<file path="config.mk">
export PLATFORM = sky130hd
export DESIGN_NAME = fetch_unit
export DESIGN_NICKNAME = d
export VERILOG_FILES = /design/src/rtl/fetch_unit.sv
export SDC_FILE = /design/constraint.sdc
export NUM_CORES = 1
export LEC_CHECK = 0
export CAP_MARGIN = 25
export CORE_MARGIN = 2
export CORE_UTILIZATION = 54
export CTS_CLUSTER_DIAMETER = 100
export DETAILED_ROUTE_END_ITERATION = 7
export PLACE_DENSITY_LB_ADDON = 0.3
export SYNTH_ARGS = -nofsm -noshare
export SYNTH_HDL_FRONTEND = slang
export SYNTH_SLANG_ARGS = --single-unit
</file>
<file path="constraint.sdc">
create_clock -name clk -period 7.2 [get_ports clk]
set_clock_uncertainty 0.2 [all_clocks]
set_input_delay 1.44 -clock clk [delete_from_list [all_inputs] [get_ports clk]]
set_output_delay 1.44 -clock clk [all_outputs]
set_load 0.005 [all_outputs]
</file>
<file path="src/rtl/fetch_unit.sv">
// Instruction fetch unit: drives pc and buffers {pc, instr} pairs in a 2-entry queue; fetch latency is one cycle from pc to queue head.
// Backpressure: the queue fills while out_ready is low, then fetching stalls with pc held; a redirect flushes the queue and clears oob_err.
module fetch_unit #(
    parameter logic [31:0] RESET_PC   = 32'h0000_0000,
    parameter int          IMEM_WORDS = 32
) (
    input  logic        clk,
    input  logic        rst_n,
    output logic [31:0] pc,
    input  logic [31:0] instr,
    input  logic        fetch_en,
    input  logic        redirect,
    input  logic [31:0] redirect_pc,
    output logic        out_valid,
    input  logic        out_ready,
    output logic [31:0] out_instr,
    output logic [31:0] out_pc,
    output logic        oob_err
);
    typedef struct packed {
        logic [31:0] pc;
        logic [31:0] instr;
    } entry_t;

    localparam logic [32:0] LP_WORDS = 33'(IMEM_WORDS);

    logic [31:0] r_pc;
    logic [1:0]  r_count;
    logic        r_oob;
    entry_t      r_q [0:1];

    logic   w_pop;
    logic   w_room;
    logic   w_try;
    logic   w_in_range;
    logic   w_push;
    logic   w_oob_hit;
    entry_t w_new;

    assign w_pop      = (r_count != 2'd0) && out_ready;
    assign w_room     = (r_count != 2'd2) || w_pop;
    assign w_try      = fetch_en && !redirect && !r_oob && w_room;
    // Word index compared in 33 bits so IMEM_WORDS up to 2^30 (the full space) works.
    assign w_in_range = ({3'b000, r_pc[31:2]} < LP_WORDS);
    assign w_push     = w_try && w_in_range;
    assign w_oob_hit  = w_try && !w_in_range;
    assign w_new      = '{pc: r_pc, instr: instr};

    always_ff @(posedge clk or negedge rst_n) begin
        if (!rst_n) begin
            r_pc    <= {RESET_PC[31:2], 2'b00};
            r_count <= 2'd0;
            r_oob   <= 1'b0;
            r_q[0]  <= '0;
            r_q[1]  <= '0;
        end else if (redirect) begin
            r_pc    <= {redirect_pc[31:2], 2'b00};
            r_count <= 2'd0;
            r_oob   <= 1'b0;
        end else begin
            if (w_push) begin
                r_pc <= r_pc + 32'd4;
            end
            if (w_oob_hit) begin
                r_oob <= 1'b1;
            end
            case ({w_push, w_pop})
                2'b10: begin
                    if (r_count == 2'd0) begin
                        r_q[0] <= w_new;
                    end else begin
                        r_q[1] <= w_new;
                    end
                    r_count <= r_count + 2'd1;
                end
                2'b01: begin
                    r_q[0]  <= r_q[1];
                    r_count <= r_count - 2'd1;
                end
                2'b11: begin
                    // Head leaves and tail enters on the same edge; count is unchanged.
                    if (r_count == 2'd1) begin
                        r_q[0] <= w_new;
                    end else begin
                        r_q[0] <= r_q[1];
                        r_q[1] <= w_new;
                    end
                end
                default: begin
                end
            endcase
        end
    end

    assign pc        = r_pc;
    assign oob_err   = r_oob;
    assign out_valid = (r_count != 2'd0);
    assign out_pc    = out_valid ? r_q[0].pc    : 32'h0;
    assign out_instr = out_valid ? r_q[0].instr : 32'h0;

endmodule

</file>
==> summary.txt, run 1 <==
DR vias: 4856
Reg power frac: 44.8%
top_reg_cell synth: dfrtp_1
Worst EP arrival: 4.60 ns
area share of the largest cell type after synthesis: 55.2%
Slowest cell on crit path: and3_4
max-slew violations: 0
Synth area leaders: dfrtp_1 55%, mux2_4 6.3%, nor2b_1 5.6%
Syn Inst Count: 604
Netlist Area Pre-Place: 0.00716 sq mm
Worst Setup Start Kind: input port
RSZ-0062 raised after global routing: false
Remaining Overflow, GRT: 0
number of CTS-inserted buffers: 17
setup TNS: 0 ns
Synth-to-Final Area Change: 31.3%
largest net degree at the start of global routing: 87
diode count: 0
Die Wd: 119 um
highest clock rate: 0.222 GHz
Crit Path Max Fanout: 62
vias in the first global route: 5019
Row Count: 42
Crit path buffers/inverters: 2
initial antenna violation count: 0
Final period util: 62.5%
leak pwr: 4.35 nW
TritonCTS clock tree: done
P_int: 1.85 mW
Yosys reg bits: 158
PortBufs: 162
most common cell in the netlist: dfrtp_1
Fill cells: 936
Critical Path Sink Type: flop
Combinational Power Share: 17.3%
Final min period: 4.50 ns
Die Y: 119 um
vias per cell: 5.17
I/O pin count: 167
Critical Path Max Stage Delay: 0.95 ns
CTS root buffer: clkbuf_16
drt drc: 0
CP Cell Sequence: clkdlybuf4s50_1 > buf_4 > nor3b_1 > o21ai_1 > nor3_4 > and3_4 > mux2_2
Synth area leader: dfrtp_1
first-pass GRT wire length: 25000 um
status: completed
top cells by count, synth: 158 x dfrtp_1, 64 x nand2_1, 64 x nor2b_1, 38 x mux2i_1, 33 x inv_1
Layout Nets: 823
Net Sw Frac: 24.9%
sequential element share of the synthesized area: 55.2%
RD Place Congestion: 0.778
required time worst endpoint: 7.29 ns
EDFF count, synth: 0
Async SR Flop Fraction: 100%
gr usage total: 22.2%
Setup Buffers After CTS: 0
clock network power share: 37.9%
# setup viols final: 0
DIE AREA: 0.0142 sq mm
worst-margin pin slew: 0.996 ns
final worst slack: 2.70 ns
post-DP HPWL: 9610 um
Top Family by Delay on Critical Path: simple AND/OR/NAND/NOR gates
Synth warnings: 0
htree depth: 4
share of cells above drive strength 1: 15.9%
DRT Pass-1 Iters: 4
critical path class: input port to flop
Routed Antenna Nets: 0
Starting Density: 54.7%
Worst IR Drop VDD: 0.000180 V
WL/cell: 15.9 um
power density cells: 262 mW/mm^2
CTS max path bufs: 2
Max-Cap Viols: 0
clock-pin slew of the registers on the worst-case setup and hold paths: 0.06 ns
core area: 0.0131 sq mm
sw power: 0.614 mW
Num Clock Sinks: 158
1st-iter DRT viols: 253
Mean Syn Cell Area: 11.8 sq um
count of cell types in the netlist: 45
Final Hold Vio Count: 0
pre-CTS WS: 2.32 ns
# resized after CTS: 0
cts-stage hold buffer count: 0
worst min path class: flop to flop
relative slew slack: 33.6%
Skew-Pair Late Insertion Delay: 0.41 ns
total wire length: 15000 um
[worst reg2reg max path: stages (launching register included)]
cell and delay [ns]:
dfrtp_1 0.40, inv_1 0.09, ha_2 0.19, nor2b_1 0.39, o21ai_1 0.23, nor3_4 0.53
and3_4 0.95, mux2_2 0.45
[cell usage in the layout, fill, tap and decap left out, types with 3 or more instances in the layout]
master,instances
clkdlybuf4s50_1,161
dfrtp_1,158
nor2b_1,64
nand2_1,64
mux2i_1,38
inv_1,33
mux2_2,31
mux2_4,30
nor2_1,29
o21ai_1,29
o31ai_1,20
clkbuf_16,17
o21ai_0,12
clkinv_2,6
buf_4,6
nor4_2,5
nand3_1,5
nand2_2,5
o31ai_2,5
bufinv_16,4
nor3b_1,3
mux2_1,3
ha_1,3
[state kept, by name (all words and copies together) (netlist names)]
| name | count |
|---|---|
| oob_err | 1 |
| r_count | 2 |
| pc | 30 |
| r_q | 125 |
[cell families after synthesis]
group | count (synthesis) | share of synthesized area (%)
AO/OA/AOI/OAI | 77 | 7.10
XOR/XNOR | 2 | 0.245
adder cells (fa/ha/maj) | 4 | 0.699
buffers and inverters | 76 | 6.22
flip-flops | 158 | 55.2
multiplexers | 102 | 17.0
other | 1 | 0.0524
AND/OR/NAND/NOR | 184 | 13.5
[worst paths after layout]
path                                              from                   to  slack (ns)  depth (start not counted)
worst max-delay path                          redirect   r_q[0]$_DFFE_PN0P_        2.70                          7
worst min-delay path               r_q[74]$_DFFE_PN0P_  r_q[74]$_DFFE_PN0P_        0.27                          2
worst max register to register  r_count[1]$_DFFE_PN0P_   r_q[0]$_DFFE_PN0P_        3.66                          7
worst min register to register     r_q[74]$_DFFE_PN0P_  r_q[74]$_DFFE_PN0P_        0.27                          2
max in group asynchronous                        rst_n  r_q[49]$_DFFE_PN0P_        4.51                          2
min in group asynchronous                        rst_n   pc[22]$_DFFE_PN0P_        0.88                          1
[per-layer routing]
layer  global-route usage (%)  wire [um]  vias to the layer above  share of wire, %
met3                     6.56        840                       23               5.6
met4                     8.33        244                        0               1.6
met5                        0          0                        -                 0
met2                     35.9       7390                      119                49
met1                     28.2       6490                     2402                43
li1                         -          -                     2312                 -
[final cells by class]
class / instances / area, sq um / area share, %
Clock buffer: 20 / 457 / 4.86
Clock inverter: 12 / 166 / 1.77
Inverter: 33 / 124 / 1.32
Multi-Input combinational cell: 371 / 2780 / 29.6
Sequential cell: 158 / 3950 / 42.1
Tap cell: 176 / 220 / 2.34
Timing Repair Buffer: 169 / 1700 / 18.0
[power groups by stage]
stage | clock [mW] | combinational, mW | sequential (mW)
global route | 1.00 | 0.473 | 1.12
finish | 0.936 | 0.426 | 1.10
global placement | 0 | 0.407 | 1.11
CTS | 0.958 | 0.430 | 1.11
floorplan | 0 | 0.250 | 1.10
detailed placement | 0 | 0.426 | 1.12
[through the flow]
| step | hold WS [ns] | util, % | cell area (sq um) | instances | total power, mW |
|---|---|---|---|---|---|
| 2_1_floorplan | 0.240 | - | 7160 | 605 | 1.35 |
| 3_3_place_gp | 0.251 | 66.8 | 8750 | 906 | 1.52 |
| 3_5_place_dp | 0.262 | 66.8 | 8750 | 906 | 1.55 |
| 4_1_cts | 0.276 | 71.6 | 9370 | 938 | 2.49 |
| 5_1_grt | 0.293 | 71.8 | 9400 | 939 | 2.59 |
| 6_report | 0.273 | 71.8 | 9400 | 939 | 2.47 |
(Power assumes the default switching activity.)
==> run 2, diff against run 1 <==
--- a/config.mk
+++ b/config.mk
@@ -7,7 +7,7 @@
 export LEC_CHECK = 0
 export CAP_MARGIN = 25
 export CORE_MARGIN = 2
-export CORE_UTILIZATION = 54
+export CORE_UTILIZATION = 45
 export CTS_CLUSTER_DIAMETER = 100
 export DETAILED_ROUTE_END_ITERATION = 7
 export PLACE_DENSITY_LB_ADDON = 0.3
==> constraint.sdc (replaced) <==
create_clock -name clk -period 4 [get_ports clk]
set_clock_uncertainty 0.2 [all_clocks]
set_input_delay 0.8 -clock clk [delete_from_list [all_inputs] [get_ports clk]]
set_output_delay 0.8 -clock clk [all_outputs]
set_load 0.005 [all_outputs]
==> run 2 against run 1 <==
  * Non-clock buffer count grew 4
  * Sequential share of layout area shrank 0.32 points
  * Global-route usage shrank 4.1 points
  * Sequential cell count is the same
  * Register-to-register slack lost 2.5 ns
  * Total power grew 77%
  * Setup slack lost 1.9 ns
==> summary.txt, run 2 (synthesis gave the netlist of run 1 again) <==
leak pwr: 4.34 nW
post-route cell area: 0.00947 sq mm
core area: 0.0157 sq mm
P_int: 3.25 mW
PortBufs: 162
Skew-Pair Late Insertion Delay: 0.42 ns
pre-CTS WS: 0.471 ns
CTS max path bufs: 2
gr usage total: 18.1%
htree depth: 4
Die Y: 130 um
Starting Density: 45.5%
Remaining Overflow, GRT: 0
drt drc: 0
vias in the first global route: 4856
Reg power frac: 45.8%
most common cell after layout, fill and taps aside: clkdlybuf4s50_1
highest clock rate: 0.316 GHz
Final period util: 79.2%
first-pass GRT wire length: 23900 um
worst-margin pin slew: 0.906 ns
status: completed
Layout Nets: 827
share of cells above drive strength 1: 16.2%
Setup Buffers After CTS: 0
DIE AREA: 0.0169 sq mm
worst min path class: input port to async pin
# resized after CTS: 0
vias per cell: 4.86
Routed Antenna Nets: 0
RD Place Congestion: 0.744
Worst IR Drop VDD: 0.000297 V
final worst slack: 0.831 ns
WL/cell: 15.0 um
clock network power share: 36.8%
Row Count: 46
1st-iter DRT viols: 201
total wire length: 14700 um
Num Clock Sinks: 158
Final Hold Vio Count: 0
setup TNS: 0 ns
cts-stage hold buffer count: 0
required time worst endpoint: 3.00 ns
Synth-to-Final Area Change: 32.3%
relative slew slack: 39.6%
I/O pin count: 167
number of CTS-inserted buffers: 17
TritonCTS clock tree: done
diode count: 0
Net Sw Frac: 25.4%
max reg flops: 125
DRT Pass-1 Iters: 5
Crit Path Max Fanout: 42
critical path class: flop to primary output
post-DP HPWL: 9930 um
initial antenna violation count: 0
most frequent cells in the layout: 161 x clkdlybuf4s50_1, 158 x dfrtp_1, 64 x nor2b_1, 64 x nand2_1, 38 x mux2i_1
Worst Setup Start Kind: flop
sw power: 1.11 mW
DR vias: 4775
max-slew violations: 0
DP Area: 0.00887 sq mm
Final min period: 3.17 ns
CTS root buffer: clkbuf_16
Max-Cap Viols: 0
clock-pin slew of the registers on the worst-case setup and hold paths: 0.06 ns
Biggest register: r_q
fin util: 60.3%
Critical Path Sink Type: primary output
Combinational Power Share: 17.5%
Worst EP arrival: 2.17 ns
# setup viols final: 0
power density cells: 460 mW/mm^2
Die Wd: 130 um
RSZ-0062 raised after global routing: false
largest net degree at the start of global routing: 113
[run 2: cell count changes in the layout (fill, tap and decap cells not counted), sizes merged]
cell,delta
buf,+4
bufinv,-2
clkbuf,+3
clkinv,-4
clkinvlp,+3
[run 2: area by class of cell]
class / count / area [sq um]
clock buffer: 23 / 488
clock inverter: 9 / 109
fill: 1265 / 6240
inverter: 33 / 124
multi-input combinational: 371 / 2780
sequential: 158 / 3950
tap: 216 / 270
timing repair buffer: 173 / 1740
[run 2: layer usage]
metal	global-route usage [%]	vias to the layer above	wire, um
met5	0	-	0
met3	4.76	21	826
met4	7.59	0	258
met1	24.0	2319	6790
met2	28.3	120	6870
li1	-	2315	-
[run 2: power groups by stage]
stage                     clock, mW  combinational (mW)  sequential [mW]
final                          1.60               0.762             1.99
after global routing           1.72               0.853             2.03
after CTS                      1.65               0.779             2.00
after detailed placement          0               0.776             2.02
after global placement            0               0.744             2.01
after floorplan                   0               0.450             1.98
[run 2: final timing paths]
| path | end | from | cells past startpoint | slack, ns |
|---|---|---|---|---|
| hold / removal | r_q[21]$_DFFE_PN0P_ | rst_n | 1 | 0.25 |
| max in group asynchronous | r_q[36]$_DFFE_PN0P_ | rst_n | 2 | 2.31 |
| setup / recovery | out_pc[5] | r_count[1]$_DFFE_PN0P_ | 5 | 0.83 |
| hold reg to reg | r_q[108]$_DFFE_PN0P_ | r_q[108]$_DFFE_PN0P_ | 2 | 0.27 |
| setup reg to reg | r_q[26]$_DFFE_PN0P_ | r_count[1]$_DFFE_PN0P_ | 8 | 1.17 |
| min in group clk | r_q[108]$_DFFE_PN0P_ | r_q[108]$_DFFE_PN0P_ | 2 | 0.27 |
[run 2: worst max-delay path, cell delays in order, from the launching register on]
cell and delay (ns):
dfrtp_1 0.41, inv_1 0.10, ha_2 0.22, buf_4 0.40, nor2b_1 0.14, clkdlybuf4s50_1 0.48
[run 2: stage by stage]
step	cells	power (mW)	hold WS, ns
CTS	983	4.42	0.275
global route	983	4.60	0.287
finish	983	4.36	0.254
global placement	951	2.75	0.254
detailed placement	951	2.80	0.261
floorplan	605	2.43	0.240
==> run 3, diff against run 2 <==
--- a/config.mk
+++ b/config.mk
@@ -7,7 +7,7 @@
 export LEC_CHECK = 0
 export CAP_MARGIN = 25
 export CORE_MARGIN = 2
-export CORE_UTILIZATION = 45
+export CORE_UTILIZATION = 50
 export CTS_CLUSTER_DIAMETER = 100
 export DETAILED_ROUTE_END_ITERATION = 7
 export PLACE_DENSITY_LB_ADDON = 0.3
==> constraint.sdc (replaced) <==
create_clock -name clk -period 3 [get_ports clk]
set_clock_uncertainty 0.2 [all_clocks]
set_input_delay 0.6 -clock clk [delete_from_list [all_inputs] [get_ports clk]]
set_output_delay 0.6 -clock clk [all_outputs]
set_load 0.005 [all_outputs]
==> run 3 against run 2 <==
  * Sequential share of layout area is 0.26 points lower
  * First-iteration DRC count grew 39%
  * Largest power group unchanged
  * Setup slack lost 0.67 ns
  * Register-to-register slack worse by 0.74 ns
  * Die area fell by 9.7%
  * Wire length rose by 2.3%
==> summary.txt, run 3 (synthesis gave the netlist of run 1 again) <==
status: completed
Skew-Pair Late Insertion Delay: 0.41 ns
setup TNS: 0 ns
most frequent cells in the layout: 161 x clkdlybuf4s50_1, 158 x dfrtp_1, 64 x nor2b_1, 64 x nand2_1, 38 x mux2i_1
RSZ-0062 raised after global routing: false
largest net degree at the start of global routing: 73
Max-Cap Viols: 0
Final min period: 2.84 ns
WL/cell: 15.9 um
vias in the first global route: 5020
pre-CTS WS: 0.0987 ns
drt drc: 0
Critical Path Sink Type: primary output
Power Total: 5.83 mW
Net Sw Frac: 25.1%
Die Y: 124 um
number of CTS-inserted buffers: 17
Reg2Reg Depth: 6
I/O pin count: 167
TritonCTS clock tree: done
Placed Instances: 919
critical path class: flop to primary output
first-pass GRT wire length: 24800 um
max-slew violations: 0
Die Wd: 124 um
Reg2Reg Setup Slack: 0.43 ns
vias per cell: 5.11
Worst EP arrival: 2.04 ns
leak pwr: 4.42 nW
Num Clock Sinks: 158
htree depth: 4
Worst IR Drop VDD: 0.000401 V
most common cell after layout, fill and taps aside: clkdlybuf4s50_1
Starting Density: 51.4%
hold_sp: r_q[109]$_DFFE_PN0P_
core area: 0.0139 sq mm
Biggest register: r_q
P_int: 4.37 mW
Remaining Overflow, GRT: 0
worst min path class: flop to flop
Reg power frac: 45.5%
final worst slack: 0.161 ns
worst hold path depth: 2
Hold Path End: r_q[109]$_DFFE_PN0P_
total wire length: 15100 um
1st-iter DRT viols: 279
RD Place Congestion: 0.821
clock network power share: 36.4%
required time worst endpoint: 2.20 ns
post-DP HPWL: 10300 um
Final period util: 94.6%
Worst Setup Start Kind: flop
non-filler cells, final: 950
Layout Nets: 832
initial antenna violation count: 0
DRT Pass-1 Iters: 4
# setup viols final: 0
diode count: 0
Row Count: 43
Worst R2R Start: pc[7]$_DFFE_PN0P_
Routed Antenna Nets: 0
fin util: 68.4%
DIE AREA: 0.0153 sq mm
clock-pin slew of the registers on the worst-case setup and hold paths: 0.06 ns
Synth-to-Final Area Change: 33.1%
sw power: 1.46 mW
DR vias: 4856
power density cells: 612 mW/mm^2
max reg flops: 125
Final Hold Vio Count: 0
CTS root buffer: clkbuf_16
Crit Path Max Fanout: 36
share of cells above drive strength 1: 16.5%
RR Endpoint: pc[7]$_DFFE_PN0P_
highest clock rate: 0.352 GHz
CTS max path bufs: 2
Combinational Power Share: 18.1%
PortBufs: 162
gr usage total: 21.0%
==> run 3: cell types whose count changed in the layout (fill, tap and decap cells not counted), sizes merged <==
cell / before / now
buf: 12 / 16
clkinvlp: 4 / 0
clkinv: 3 / 5
dlygate4sd3: 0 / 1
==> run 3: worst max path at each step <==
stage                                 from                   to  slack [ns]  depth (start not counted)
global placement                  fetch_en  r_q[36]$_DFFE_PN0P_        0.13                          7
finish              r_count[1]$_DFFE_PN0P_            out_pc[5]        0.16                          5
detailed placement                redirect  r_q[36]$_DFFE_PN0P_         0.1                          7
CTS                 r_count[0]$_DFFE_PN0P_            out_pc[5]        0.04                          5
floorplan                        out_ready  r_q[10]$_DFFE_PN0P_        0.71                          7
global route        r_count[1]$_DFFE_PN0P_            out_pc[5]        0.03                          5
==> run 3: power groups by stage <==
stage | combinational (mW) | clock, mW | sequential (mW)
2_1_floorplan | 0.600 | 0 | 2.64
4_1_cts | 1.07 | 2.16 | 2.66
3_5_place_dp | 1.06 | 0 | 2.69
6_report | 1.05 | 2.12 | 2.65
3_3_place_gp | 1.02 | 0 | 2.67
5_1_grt | 1.18 | 2.26 | 2.70
==> run 3: worst max-delay path, stage by stage (launching register included) <==
cell	delay (ns)
dfrtp_1	0.40
inv_1	0.08
ha_2	0.21
buf_6	0.20
nor2b_1	0.20
clkdlybuf4s50_1	0.53
==> run 3: layer usage <==
| layer | GRT usage [%] | share of wire [%] | vias up |
|---|---|---|---|
| met5 | 0 | 0 | - |
| met4 | 7.53 | 1.7 | 0 |
| met3 | 6.82 | 6.3 | 25 |
| met2 | 33.1 | 49 | 119 |
| met1 | 27.3 | 43 | 2388 |
| li1 | - | - | 2324 |
==> run 3: area by class of cell <==
class / instances / area [sq um]
Clock buffer: 23 / 498
Tap cell: 180 / 225
Fill cell: 1020 / 4410
Timing Repair Buffer: 178 / 1860
Multi-Input combinational cell: 371 / 2780
Sequential cell: 158 / 3950
Inverter: 33 / 124
Clock inverter: 7 / 85.1
==> run 3: per-stage QoR <==
stage / hold slack, ns / instance area (sq um)
after floorplan: 0.104 / 7160
after global routing: 0.284 / 9530
after CTS: 0.271 / 9530
after global placement: 0.253 / 8930
final: 0.267 / 9530
after detailed placement: 0.258 / 8930
==> run 3: timing repair <==
item	4_1_cts	5_1_grt
setup buffers	0	0
endpoints found under the hold margin	40	0
hold buffers	1	0
endpoints found under the setup margin	0	36
gates resized for setup	0	1
